$ cat config.mk
export PLATFORM = sky130hd
export DESIGN_NAME = cyber_player_flat
export DESIGN_NICKNAME = d
export VERILOG_FILES = /design/src/rtl/cyber_pkg.sv /design/src/rtl/cyber_player_if.sv /design/src/rtl/lfsr10.sv /design/src/rtl/cyber_player.sv /design/src/flat_wrapper.sv
export SDC_FILE = /design/constraint.sdc
export NUM_CORES = 1
export LEC_CHECK = 0
export ABC_AREA = 1
export BUFFER_PORTS_ARGS = -buffer_cell sky130_fd_sc_hd__buf_4
export CAP_MARGIN = 25
export CORE_ASPECT_RATIO = 0.8
export CORE_MARGIN = 4
export CORE_UTILIZATION = 25
export DETAILED_ROUTE_END_ITERATION = 10
export PLACE_DENSITY = 0.53
export SLEW_MARGIN = 40
export SYNTH_ARGS = -nofsm -noshare
export SYNTH_HDL_FRONTEND = slang
export SYNTH_SLANG_ARGS = --single-unit
$ cat constraint.sdc
create_clock -name clk -period 1.65 [get_ports clk]
set_clock_uncertainty 0.2 [all_clocks]
set_input_delay 0.0825 -clock clk [delete_from_list [all_inputs] [get_ports clk]]
set_output_delay 0.0825 -clock clk [all_outputs]
set_load 0.02 [all_outputs]
$ cat src/rtl/cyber_pkg.sv
// Shared types and constants for the cyber_player computer opponent.
package cyber_pkg;
  typedef enum logic [1:0] {IDLE, HOLD, RELEASE} cyber_state_t;

  localparam int CYBER_LFSR_W   = 10;
  // 1-based Fibonacci tap positions (x^10 + x^7)
  localparam int LFSR_TAP_A     = 10;
  localparam int LFSR_TAP_B     = 7;
  localparam int CYBER_TICK_DIV = 25_000_000;
endpackage

$ cat src/rtl/cyber_player_if.sv
// Game-side bus of the cyber opponent. CYBER_LEVEL_OUT_EN adds key_level.
interface cyber_player_if #(parameter int LFSR_W = cyber_pkg::CYBER_LFSR_W);
  logic              enable;
  logic [LFSR_W-2:0] threshold;
  logic              press;
  logic              busy;
`ifdef CYBER_LEVEL_OUT_EN
  logic              key_level;
  modport master (input enable, threshold, output press, busy, key_level);
  modport slave  (output enable, threshold, input press, busy, key_level);
`else
  modport master (input enable, threshold, output press, busy);
  modport slave  (output enable, threshold, input press, busy);
`endif
endinterface

$ cat src/rtl/lfsr10.sv
// XNOR Fibonacci LFSR, taps 10,7. Resets to zero; all-ones is the unreachable lockup state.
module lfsr10 import cyber_pkg::*; #(
  parameter int W = CYBER_LFSR_W
) (
  input  logic         clk,
  input  logic         reset,
  input  logic         adv,
  output logic [W-1:0] out
);
  always_ff @(posedge clk) begin
    if (reset)    out <= '0;
    else if (adv) out <= {out[W-2:0], ~(out[LFSR_TAP_A-1] ^ out[LFSR_TAP_B-1])};
  end
endmodule

$ cat src/rtl/cyber_player.sv
// Computer opponent: emits one-cycle press strobes at an LFSR/threshold-driven rate.
// Optional macro CYBER_LEVEL_OUT_EN exposes the raw virtual key level.
module cyber_player import cyber_pkg::*; #(
  parameter int LFSR_W      = CYBER_LFSR_W,
  parameter int TICK_DIV    = CYBER_TICK_DIV,
  parameter int PRESS_TICKS = 2
) (
  input  logic clk,
  input  logic reset,
  cyber_player_if.master bus
);
  localparam int DW = (TICK_DIV > 1) ? $clog2(TICK_DIV) : 1;
  localparam int HW = (PRESS_TICKS > 1) ? $clog2(PRESS_TICKS) : 1;

  logic [DW-1:0]     div_cnt;
  logic              tick;
  logic [LFSR_W-1:0] lfsr;
  logic              win;
  cyber_state_t      state, state_n;
  logic [HW-1:0]     hold_cnt, hold_n;
  logic              press_n, press_q, busy_q;

  assign tick = (div_cnt == DW'(TICK_DIV - 1));

  always_ff @(posedge clk) begin
    if (reset)     div_cnt <= '0;
    else if (tick) div_cnt <= '0;
    else           div_cnt <= div_cnt + 1'b1;
  end

  lfsr10 #(.W(LFSR_W)) u_lfsr (.clk(clk), .reset(reset), .adv(tick), .out(lfsr));

  // Decision uses the value before this tick's advance.
  assign win = ({1'b0, bus.threshold} > lfsr);

  always_comb begin
    state_n = state;
    hold_n  = hold_cnt;
    press_n = 1'b0;
    if (!bus.enable) begin
      state_n = IDLE;
      hold_n  = '0;
    end else if (tick) begin
      case (state)
        IDLE: if (win) begin
          state_n = HOLD;
          hold_n  = HW'(PRESS_TICKS - 1);
          press_n = 1'b1;
        end
        HOLD: if (hold_cnt == '0) state_n = RELEASE;
              else                hold_n  = hold_cnt - 1'b1;
        RELEASE: state_n = IDLE;
        default: state_n = IDLE;
      endcase
    end
  end

  always_ff @(posedge clk) begin
    if (reset) begin
      state    <= IDLE;
      hold_cnt <= '0;
      press_q  <= 1'b0;
      busy_q   <= 1'b0;
    end else begin
      state    <= state_n;
      hold_cnt <= hold_n;
      press_q  <= press_n;
      busy_q   <= (state_n != IDLE);
    end
  end

  assign bus.press = press_q;
  assign bus.busy  = busy_q;

`ifdef CYBER_LEVEL_OUT_EN
  logic key_q;
  always_ff @(posedge clk) begin
    if (reset) key_q <= 1'b0;
    else       key_q <= (state_n == HOLD);
  end
  assign bus.key_level = key_q;
`endif
endmodule

$ cat src/flat_wrapper.sv
// flat-port wrapper written by rule: the top's interface ports become plain ports
module cyber_player_flat import cyber_pkg::*;
#(
  parameter int LFSR_W      = CYBER_LFSR_W,
  parameter int TICK_DIV    = CYBER_TICK_DIV,
  parameter int PRESS_TICKS = 2
)
  (clk, reset, bus_enable, bus_threshold, bus_press, bus_busy);
  cyber_player_if #(.LFSR_W(LFSR_W)) bus_i ();
  input  logic clk;
  input  logic reset;
  input wire logic [$bits(bus_i.enable)-1:0] bus_enable;
  input wire logic [$bits(bus_i.threshold)-1:0] bus_threshold;
  output wire logic [$bits(bus_i.press)-1:0] bus_press;
  output wire logic [$bits(bus_i.busy)-1:0] bus_busy;
  assign bus_i.enable = bus_enable;
  assign bus_i.threshold = bus_threshold;
  assign bus_press = bus_i.press;
  assign bus_busy = bus_i.busy;
  cyber_player #(.LFSR_W(LFSR_W), .TICK_DIV(TICK_DIV), .PRESS_TICKS(PRESS_TICKS)) u_core (.clk(clk), .reset(reset), .bus(bus_i));
endmodule
==> impl_metrics.env, run 1 <==
export IMPL_ys_ff_latch=40
export IMPL_synthCells=331
export IMPL_grt_pass1_wl_mm=9.08
export IMPL_drv_cap=0
export IMPL_fillers=886
export IMPL_dp_cells=490
export IMPL_tns_ns=-0.176
export IMPL_maxSlewViolCount=0
export IMPL_cellPowerDensity_mw_per_mm2=694
export IMPL_firstDrtPassIters=4
export IMPL_setup_slack_ns=-0.0426
export IMPL_syn_cell_area_mm2=0.00224
export IMPL_place_hpwl_mm=4.36
export IMPL_hold_violations=0
export IMPL_tightest_slew_ns=0.277
export IMPL_synth_edff_count=0
export IMPL_max_stage_delay_ns=0.35
export IMPL_drtIter0Drc=180
export IMPL_drive_gt1_share_pct=31.6
export IMPL_initial_core_util_pct=26.0
export IMPL_yosysWarnings=0
export IMPL_synth_seq_area_share_pct=35.7
export IMPL_fmax_mhz=591
export IMPL_detail_route_antenna_nets=0
export IMPL_synth_top_cell_by_area="dfxtp_1"
export IMPL_rows=30
export IMPL_cts_htree_levels=2
export IMPL_relSlewSlack_pct=81.4
export IMPL_nNetsFinal=414
export IMPL_async_flop_share_pct=0
export IMPL_yosysMostFrequentCell="nand2_1"
export IMPL_leakagePower_nw=1.29
export IMPL_overflow=0
export IMPL_register_area_um2=811
export IMPL_worstPathBufferInverterCount=1
export IMPL_cts_buffers=5
export IMPL_run_status="finished with violations"
export IMPL_root_buffer="clkbuf_16"
export IMPL_worstSetupStartpointType="flop"
export IMPL_crit_family="simple AND/OR/NAND/NOR gates"
export IMPL_antenna_found_initial=0
export IMPL_syn_nets=353
export IMPL_vias=2245
export IMPL_multiInputGateArea_mm2=0.00142
export IMPL_synth_area_top_cells="dfxtp_1 (36%), nand2_1 (14%), inv_1 (7.9%)"
export IMPL_clock_latency_ns=0.28
export IMPL_min_period_ns=1.69
export IMPL_vias_per_cell=4.45
export IMPL_setup_viol=10
export IMPL_die_w_um=114
export IMPL_finalWirelength_mm=5.88
export IMPL_grt_usage_pct=10.6
export IMPL_detail_route_drc_violations=0
export IMPL_critPathMostFrequentCell="nand2_4"
export IMPL_cts_sinks=40
export IMPL_core_area_mm2=0.00863
export IMPL_cts_tree="yes"
export IMPL_crit_path_max_fanout=5
export IMPL_cp_required_ns=1.62
export IMPL_grt_pass1_vias=2055
export IMPL_critical_path_slowest_cell="dfxtp_2"
export IMPL_wl_per_cell_um=11.6
export IMPL_synth_commonest_cells="nand2_1 (85), inv_1 (47), nor2_1 (45)"
export IMPL_end_kind="flop"
export IMPL_crit_type="flop to flop"
export IMPL_syn_avg_cell_area_um2=6.78
export IMPL_rsz0062_at_grt="true"
export IMPL_synth_top_area_share_pct=35.7
export IMPL_worstHoldPathType="input pin to flop"
export IMPL_final_cells=505
export IMPL_clock_path_buffers=2
export IMPL_failed_checks="setup timing"
export IMPL_globalplace_congestion=0.888
export IMPL_portBuffers=13
export IMPL_die_y_um=92.8
export IMPL_ys_flop_type="dfxtp_1"
export IMPL_syn_to_final_growth_pct=44.5
export IMPL_vdd_drop_max_v=0.000405
export IMPL_clkTransAtPathRegs_ns=0.06
export IMPL_finalCritPeriodShare_pct=103
export IMPL_place_ws_ns=-0.0829
export IMPL_dieArea_mm2=0.0106
export IMPL_arrival_ns=1.66
export IMPL_grt_max_degree=20
export IMPL_crit_chain="ha_4, nand2_4, nor2_8, nand2_4, nor2_4, nand3_4, buf_12, o21ai_2, a21oi_1"
export IMPL_io_pins=14
export IMPL_antenna_cells=0
export IMPL_ys_types=31
layout by cell type, fill, tap and decap left out, types with 6 or more instances in the layout:
cell	netlist	routed
nor2_1	45	36
dfxtp_1	40	32
ha_4	0	6
nor2_2	1	7
nand3_1	14	12
nand4_1	9	9
dfxtp_2	0	8
nand2_1	85	81
inv_1	47	42
clkbuf_16	0	7
inv_2	1	6
a21oi_1	27	25
buf_4	2	52
nor3_1	10	7
sequential cells by signal, summed over array words and instances, names as in the netlist:
name               count
u_core.bus.busy        1
u_core.u_lfsr.out     10
u_core.state           2
u_core.hold_cnt        1
u_core.bus.press       1
u_core.div_cnt        25
per-layer routing:
layer / track usage [%] / vias to the layer above / wire [µm]
li1: - / 1175 / -
met1: 15.6 / 1021 / 3070
met2: 15.8 / 39 / 2550
met3: 1.76 / 10 / 180
met4: 3.26 / 0 / 76
met5: 0 / - / 0
power by group:
part	leakage, nW	internal (mW)	switching [mW]
clock	0.0804	0.718	0.405
sequential	0.326	0.973	0.00566
combinational	0.885	0.0767	0.0708
cell families after synthesis:
group	share of synthesized area, %
fa+ha+maj	5.57
buf+inv	9.98
flops	35.7
xor+xnor	2.34
simple gates	36.5
compound gates	9.92
per-stage QoR:
step	power [mW]	utilization [%]	hold WS [ns]	instance area (µm²)
2_1_floorplan	1.06	-	0.0892	2260
3_3_place_gp	1.12	32.4	0.214	2800
3_5_place_dp	1.12	32.4	0.207	2800
4_1_cts	2.26	34.8	0.0266	3000
5_1_grt	2.34	37.6	0.0694	3240
6_report	2.25	37.6	0.0146	3240
worst paths after layout:
check	from	end	slack, ns	depth (start not counted)
setup / recovery	u_core.div_cnt[1]$_SDFF_PP0_	u_core.u_lfsr.out[4]$_SDFFE_PP0N_	-0.04	9
hold / removal	bus_enable	u_core.hold_cnt$_SDFFE_PP0P_	0.01	5
hold reg to reg	u_core.u_lfsr.out[7]$_SDFFE_PP0N_	u_core.u_lfsr.out[7]$_SDFFE_PP0N_	0.29	2
setup reg to reg	u_core.div_cnt[1]$_SDFF_PP0_	u_core.u_lfsr.out[4]$_SDFFE_PP0N_	-0.04	9
worst register-to-register path, stage by stage, from the launching register on:
cell and delay, ns:
dfxtp_2 0.35, ha_4 0.15, nand2_4 0.07, nor2_8 0.10, nand2_4 0.06, nor2_4 0.12
nand3_4 0.16, buf_12 0.19, o21ai_2 0.13, a21oi_1 0.06
repair_timing:
action                                 CTS  global route
hold buffers                             1             0
resized for setup                        6            40
cloned                                   0             3
buffers inserted                         0             3
endpoints found under the hold margin    4             0
pin swaps                                3            10
setup endpoints to repair               12            40
area by class of cell:
type	count	area share, %
sequential	40	25.0
inverter	49	5.67
tap	112	4.32
multi-input combinational	237	43.6
timing repair buffer	59	16.1
clock buffer	5	3.86
clock inverter	3	1.43
No activity file was read; power rests on OpenSTA's default activity.
==> run 2, diff against run 1 <==
CORE_ASPECT_RATIO = 1.75   (was 0.8)
RECOVER_POWER = 25   (was default)
==> run 2 against run 1 <==
  * The flow still finishes with violations (setup timing)
  * Wire length grew 9.3%
  * Combinational power increased by 7%
  * Sequential power is essentially flat
  * Utilization grew 0.084 points
  * Fmax hardly changed
  * Critical path depth is the same
  * Largest cell class unchanged
  * Highest routed layer unchanged
==> impl_metrics.env, run 2 (synthesis results as in run 1) <==
export IMPL_min_period_ns=1.69
export IMPL_portBuffers=13
export IMPL_crit_chain="ha_4, nand2_4, nor2_8, nand2_4, nor2_4, nand3_4, nand2_4, clkbuf_16, a21oi_1"
export IMPL_worstSetupStartpointType="flop"
export IMPL_tightest_slew_ns=0.351
export IMPL_globalplace_congestion=0.887
export IMPL_run_status="finished with violations"
export IMPL_wl_met1_mm=2.31
export IMPL_die_w_um=79.6
export IMPL_drive_gt1_share_pct=34.8
export IMPL_wl_per_cell_um=12.5
export IMPL_finalCritPeriodShare_pct=103
export IMPL_max_stage_delay_ns=0.35
export IMPL_cts_buffers=5
export IMPL_holdCritStartpoint="bus_threshold[1]"
export IMPL_vias_per_cell=4.46
export IMPL_vias=2290
export IMPL_cts_sinks=40
export IMPL_critPathMostFrequentCell="nand2_4"
export IMPL_overflow=0
export IMPL_cellPowerDensity_mw_per_mm2=649
export IMPL_place_ws_ns=-0.0972
export IMPL_leakagePower_nw=1.29
export IMPL_register_area_um2=815
export IMPL_power_mw=2.13
export IMPL_finalWirelength_mm=6.42
export IMPL_setup_viol=31
export IMPL_firstDrtPassIters=5
export IMPL_io_pins=14
export IMPL_cts_tree="yes"
export IMPL_critical_path_slowest_cell="dfxtp_2"
export IMPL_core_area_mm2=0.00873
export IMPL_antenna_cells=0
export IMPL_wl_met2_mm=3.62
export IMPL_grt_usage_pct=12.5
export IMPL_rrSetupSlack_ns=-0.04
export IMPL_grt_pass1_vias=2268
export IMPL_clock_latency_ns=0.29
export IMPL_cp_required_ns=1.63
export IMPL_final_common_cell="nand2_1"
export IMPL_antenna_found_initial=0
export IMPL_grt_max_degree=20
export IMPL_cts_htree_levels=2
export IMPL_crit_type="flop to flop"
export IMPL_worstPathBufferInverterCount=1
export IMPL_end_kind="flop"
export IMPL_rows=45
export IMPL_worstHoldPathType="input pin to flop"
export IMPL_die_y_um=133
export IMPL_hold_path_end="u_core.bus.press$_SDFF_PP0_"
export IMPL_top_register="u_core.div_cnt"
export IMPL_multiInputGateArea_mm2=0.00146
export IMPL_largest_reg_flops=25
export IMPL_detail_route_antenna_nets=0
export IMPL_root_buffer="clkbuf_16"
export IMPL_setup_slack_ns=-0.0417
export IMPL_nNetsFinal=417
export IMPL_vdd_drop_max_v=0.000499
export IMPL_dieArea_mm2=0.0106
export IMPL_dr_wl_met3_um=206
export IMPL_reg_top3="u_core.div_cnt (25), u_core.u_lfsr.out (10), u_core.state (2)"
export IMPL_detail_route_drc_violations=0
export IMPL_fillers=914
export IMPL_crit_family="simple AND/OR/NAND/NOR gates"
export IMPL_maxSlewViolCount=0
export IMPL_hold_violations=0
export IMPL_rr_worst_depth=9
export IMPL_drv_cap=0
export IMPL_place_hpwl_mm=4.87
export IMPL_clkTransAtPathRegs_ns=0.06
export IMPL_highest_layer="met4"
export IMPL_fmax_mhz=591
export IMPL_arrival_ns=1.67
export IMPL_rr_endpoint="u_core.div_cnt[10]$_SDFF_PP0_"
export IMPL_rsz0062_at_grt="true"
export IMPL_clock_path_buffers=2
export IMPL_final_cell_mix="nand2_1 (82), buf_4 (52), inv_1 (46), nor2_1 (32), dfxtp_1 (29)"
export IMPL_grt_pass1_wl_mm=10.3
export IMPL_relSlewSlack_pct=76.5
export IMPL_syn_to_final_growth_pct=46.4
export IMPL_timing_rr_start="u_core.div_cnt[1]$_SDFF_PP0_"
export IMPL_initial_core_util_pct=25.7
export IMPL_drtIter0Drc=46
export IMPL_min_path_cells=7
export IMPL_crit_path_max_fanout=5
export IMPL_utilization_pct=37.6
export IMPL_failed_checks="setup timing"
-- run 2: per-stage QoR --
stage	hold WS, ns	TNS [ns]	cell area (µm²)	instances
after floorplan	0.0892	-0.00977	2260	331
after global placement	0.213	-0.410	2770	494
after detailed placement	0.213	-0.815	2770	494
after CTS	0.224	-0.312	3090	508
after global routing	0.291	-4.41	3290	513
final	0.223	-0.683	3290	513
-- run 2: final cells by class --
type,instances,share of cell area [%]
multi-input combinational,237,44.3
sequential,40,24.8
tap,117,4.46
timing repair buffer,62,16.3
clock inverter,2,0.305
clock buffer,6,4.23
inverter,49,5.60
-- run 2: metal layers --
| layer | vias up | GRT usage (%) |
|---|---|---|
| met5 | - | 0 |
| met4 | 0 | 7.36 |
| met3 | 19 | 2.37 |
| met2 | 45 | 24.3 |
| met1 | 1044 | 11.6 |
| li1 | 1182 | - |
-- run 2: worst register-to-register path, delay by kind of cell, from the launching register on --
family	cells	cell delay [ns]
buffers and inverters	1	0.17
AND/OR/NAND/NOR	6	0.68
flip-flops	1	0.35
AO/OA/AOI/OAI	1	0.04
adder cells (fa/ha/maj)	1	0.15
-- run 2: worst max-delay path by stage --
stage,slack (ns),endpoint,start,depth (start not counted)
floorplan,-0.01,u_core.bus.busy$_SDFF_PP0_,u_core.div_cnt[0]$_SDFF_PP0_,9
global placement,-0.06,u_core.div_cnt[19]$_SDFF_PP0_,u_core.div_cnt[8]$_SDFF_PP0_,7
detailed placement,-0.1,u_core.hold_cnt$_SDFFE_PP0P_,u_core.u_lfsr.out[8]$_SDFFE_PP0N_,11
CTS,-0.03,u_core.u_lfsr.out[2]$_SDFFE_PP0N_,u_core.div_cnt[1]$_SDFF_PP0_,9
global route,-0.13,u_core.div_cnt[13]$_SDFF_PP0_,u_core.div_cnt[1]$_SDFF_PP0_,9
finish,-0.04,u_core.div_cnt[10]$_SDFF_PP0_,u_core.div_cnt[1]$_SDFF_PP0_,9
-- run 2: report_power, final --
| group | switching (mW) | internal [mW] | leakage, nW |
|---|---|---|---|
| Sequential | 0.00654 | 0.973 | 0.328 |
| Clock | 0.398 | 0.596 | 0.0766 |
| Combinational | 0.0750 | 0.0831 | 0.887 |
-- run 2: timing repair --
item / 4_1_cts / 5_1_grt
pin swaps: 7 / 8
hold buffers: 2 / 0
endpoints found under the setup margin: 17 / 40
gates cloned: 2 / 2
endpoints found under the hold margin: 4 / 0
setup buffers: 2 / 3
gates resized for setup: 25 / 38
==> run 3, diff against run 2 <==
SYNTH_HIERARCHICAL = 1   (was default)
==> run 3 against run 2 <==
  * Wire length decreased by 12%
  * Clock power down 2.7%
  * Worst setup slack got worse by 0.051 ns
  * Highest routed layer unchanged
  * Register-to-register slack got worse by 0.05 ns
  * Via count down 1.2%
  * The flow still finishes with violations (setup timing)
  * Synthesized cell count decreased by 0.60%
  * Global-route usage shrank 1.6 points
  * Final cell count is 2.9% higher
  * Fmax is 2.9% lower
  * Total power fell by 2.1%
  * First-iteration DRC count shrank 2.2%
  * Critical path type unchanged
  * Critical path depth is 1 higher
==> impl_metrics.env, run 3 <==
export IMPL_tightest_slew_ns=0.291
export IMPL_setup_slack_ns=-0.0929
export IMPL_clock_path_buffers=2
export IMPL_drv_cap=0
export IMPL_ys_flop_type="dfxtp_1"
export IMPL_cp_required_ns=1.62
export IMPL_rr_endpoint="u_core/div_cnt[22]$_SDFF_PP0_"
export IMPL_fmax_mhz=574
export IMPL_final_cell_mix="nand2_1 (82), buf_4 (68), inv_1 (51), dfxtp_1 (35), nor2_1 (33)"
export IMPL_synth_seq_area_share_pct=35.3
export IMPL_synthCells=329
export IMPL_leakagePower_nw=1.43
export IMPL_run_status="finished with violations"
export IMPL_core_area_mm2=0.00878
export IMPL_holdCritStartpoint="bus_threshold[1]"
export IMPL_max_stage_delay_ns=0.35
export IMPL_rrSetupSlack_ns=-0.09
export IMPL_crit_chain="ha_4, nand2_4, nor2_4, nand2_4, nor2_4, nand3_2, nor2_2, nand2_1, xor2_1, nor2_2"
export IMPL_globalplace_congestion=0.851
export IMPL_vias_per_cell=4.28
export IMPL_yosysWarnings=6
export IMPL_syn_to_final_growth_pct=49.0
export IMPL_synth_area_top_cells="dfxtp_1 (35%), nand2_1 (15%), inv_1 (8.9%)"
export IMPL_worstHoldPathType="input pin to flop"
export IMPL_firstDrtPassIters=4
export IMPL_grt_max_degree=13
export IMPL_synth_top_cell_by_area="dfxtp_1"
export IMPL_synth_top_area_share_pct=35.3
export IMPL_timing_rr_start="u_core/div_cnt[0]$_SDFF_PP0_"
export IMPL_min_period_ns=1.74
export IMPL_initial_core_util_pct=25.8
export IMPL_root_buffer="clkbuf_16"
export IMPL_final_common_cell="nand2_1"
export IMPL_rows=45
export IMPL_hold_path_end="u_core/bus.press$_SDFF_PP0_"
export IMPL_die_y_um=134
export IMPL_dieArea_mm2=0.0107
export IMPL_hold_violations=0
export IMPL_synth_edff_count=0
export IMPL_async_flop_share_pct=0
export IMPL_drtIter0Drc=45
export IMPL_finalCritPeriodShare_pct=106
export IMPL_vdd_drop_max_v=0.000585
export IMPL_die_w_um=80.0
export IMPL_multiInputGateArea_mm2=0.00144
export IMPL_drive_gt1_share_pct=38.4
export IMPL_portBuffers=13
export IMPL_nNetsFinal=432
export IMPL_syn_avg_cell_area_um2=6.89
export IMPL_top_register="u_core/div_cnt"
export IMPL_clock_latency_ns=0.28
export IMPL_cts_buffers=5
export IMPL_finalWirelength_mm=5.62
export IMPL_failed_checks="setup timing"
export IMPL_grt_usage_pct=11.0
export IMPL_reg_top3="u_core/div_cnt (25), u_core/u_lfsr/out (10), u_core/state (2)"
export IMPL_detail_route_antenna_nets=0
export IMPL_cts_htree_levels=2
export IMPL_ys_types=30
export IMPL_crit_type="flop to flop"
export IMPL_worstSetupStartpointType="flop"
export IMPL_critical_path_slowest_cell="dfxtp_2"
export IMPL_ys_ff_latch=40
export IMPL_largest_reg_flops=25
export IMPL_register_area_um2=807
export IMPL_syn_nets=351
export IMPL_antenna_cells=0
export IMPL_detail_route_drc_violations=0
export IMPL_fillers=946
export IMPL_setup_viol=39
export IMPL_grt_pass1_vias=2249
export IMPL_io_pins=14
export IMPL_cellPowerDensity_mw_per_mm2=618
export IMPL_yosysMostFrequentCell="nand2_1"
export IMPL_vias=2262
export IMPL_tns_ns=-2.20
export IMPL_cts_sinks=40
export IMPL_rr_worst_depth=10
export IMPL_wl_per_cell_um=10.6
export IMPL_arrival_ns=1.72
export IMPL_place_hpwl_mm=4.34
export IMPL_crit_path_max_fanout=4
export IMPL_min_path_cells=5
export IMPL_synth_commonest_cells="nand2_1 (88), inv_1 (54), nor2_1 (42)"
export IMPL_maxSlewViolCount=0
export IMPL_overflow=0
export IMPL_clkTransAtPathRegs_ns=0.06
export IMPL_relSlewSlack_pct=80.5
export IMPL_end_kind="flop"
export IMPL_cts_tree="yes"
export IMPL_rsz0062_at_grt="true"
export IMPL_syn_cell_area_mm2=0.00227
export IMPL_grt_pass1_wl_mm=9.41
export IMPL_antenna_found_initial=0
export IMPL_holdWs_ns=0.163
## run 3: power by group
| group | switching, mW | total, mW | internal, mW |
|---|---|---|---|
| Combinational | 0.0711 | 0.141 | 0.0702 |
| Clock | 0.371 | 0.967 | 0.596 |
| Sequential | 0.00631 | 0.979 | 0.973 |
## run 3: logic make-up (layout without fill, tap and decap cells)
| logic type | Yosys count | after routing | share of synthesized area [%] |
|---|---|---|---|
| AOI/OAI and AO/OA | 30 | 30 | 8.61 |
| xor gates and xnor gates | 5 | 5 | 1.93 |
| adders and majority gates | 10 | 10 | 5.52 |
| buffers and inverters | 60 | 141 | 11.0 |
| DFF | 40 | 40 | 35.3 |
| and+or+nand+nor | 184 | 185 | 37.6 |
## run 3: worst max-delay path, delay by kind of cell (launching register included)
family | cells | cell delay (ns)
simple gates | 8 | 0.77
flops | 1 | 0.35
xor+xnor | 1 | 0.17
fa+ha+maj | 1 | 0.15
## run 3: worst max path at each step
stage,from,end,slack (ns)
2_1_floorplan,u_core/div_cnt[0]$_SDFF_PP0_,u_core/div_cnt[22]$_SDFF_PP0_,-0.02
6_report,u_core/div_cnt[0]$_SDFF_PP0_,u_core/div_cnt[22]$_SDFF_PP0_,-0.09
3_3_place_gp,u_core/div_cnt[0]$_SDFF_PP0_,u_core/div_cnt[13]$_SDFF_PP0_,-0.16
3_5_place_dp,u_core/div_cnt[0]$_SDFF_PP0_,u_core/div_cnt[13]$_SDFF_PP0_,-0.20
4_1_cts,u_core/div_cnt[1]$_SDFF_PP0_,u_core/div_cnt[22]$_SDFF_PP0_,-0.14
5_1_grt,u_core/div_cnt[0]$_SDFF_PP0_,u_core/div_cnt[14]$_SDFF_PP0_,-0.20
## run 3: cell type report
cell class | count | share of cell area, %
multi-input combinational | 230 | 42.7
timing repair buffer | 77 | 18.3
sequential | 40 | 23.9
tap | 117 | 4.33
inverter | 56 | 6.37
clock buffer | 6 | 4.11
clock inverter | 2 | 0.296
## run 3: per-layer routing
metal  global-route usage [%]  vias up  share of wire, %
li1                         -     1192                 -
met1                     10.8     1025                38
met2                     21.4       33                56
met3                     1.88       12               2.8
met4                     5.08        0               3.0
met5                        0        -                 0
## run 3: what timing repair did
item / in CTS / in global routing
endpoints found under the hold margin: 13 / 0
gates resized for setup: 45 / 16
hold buffers: 2 / 0
cloned: 1 / 0
setup buffers: 3 / 1
endpoints found under the setup margin: 40 / 40
pin swaps: 18 / 15
## run 3: stage by stage
stage	power (mW)	std cells	cell area (µm²)	setup WS, ns	util (%)
final	2.09	528	3380	-0.0929	38.5
after global routing	2.17	528	3380	-0.200	38.5
after CTS	2.11	527	3310	-0.144	37.7
after detailed placement	1.10	513	2940	-0.204	33.4
after global placement	1.10	513	2940	-0.161	33.4
after floorplan	1.06	329	2270	-0.0166	-
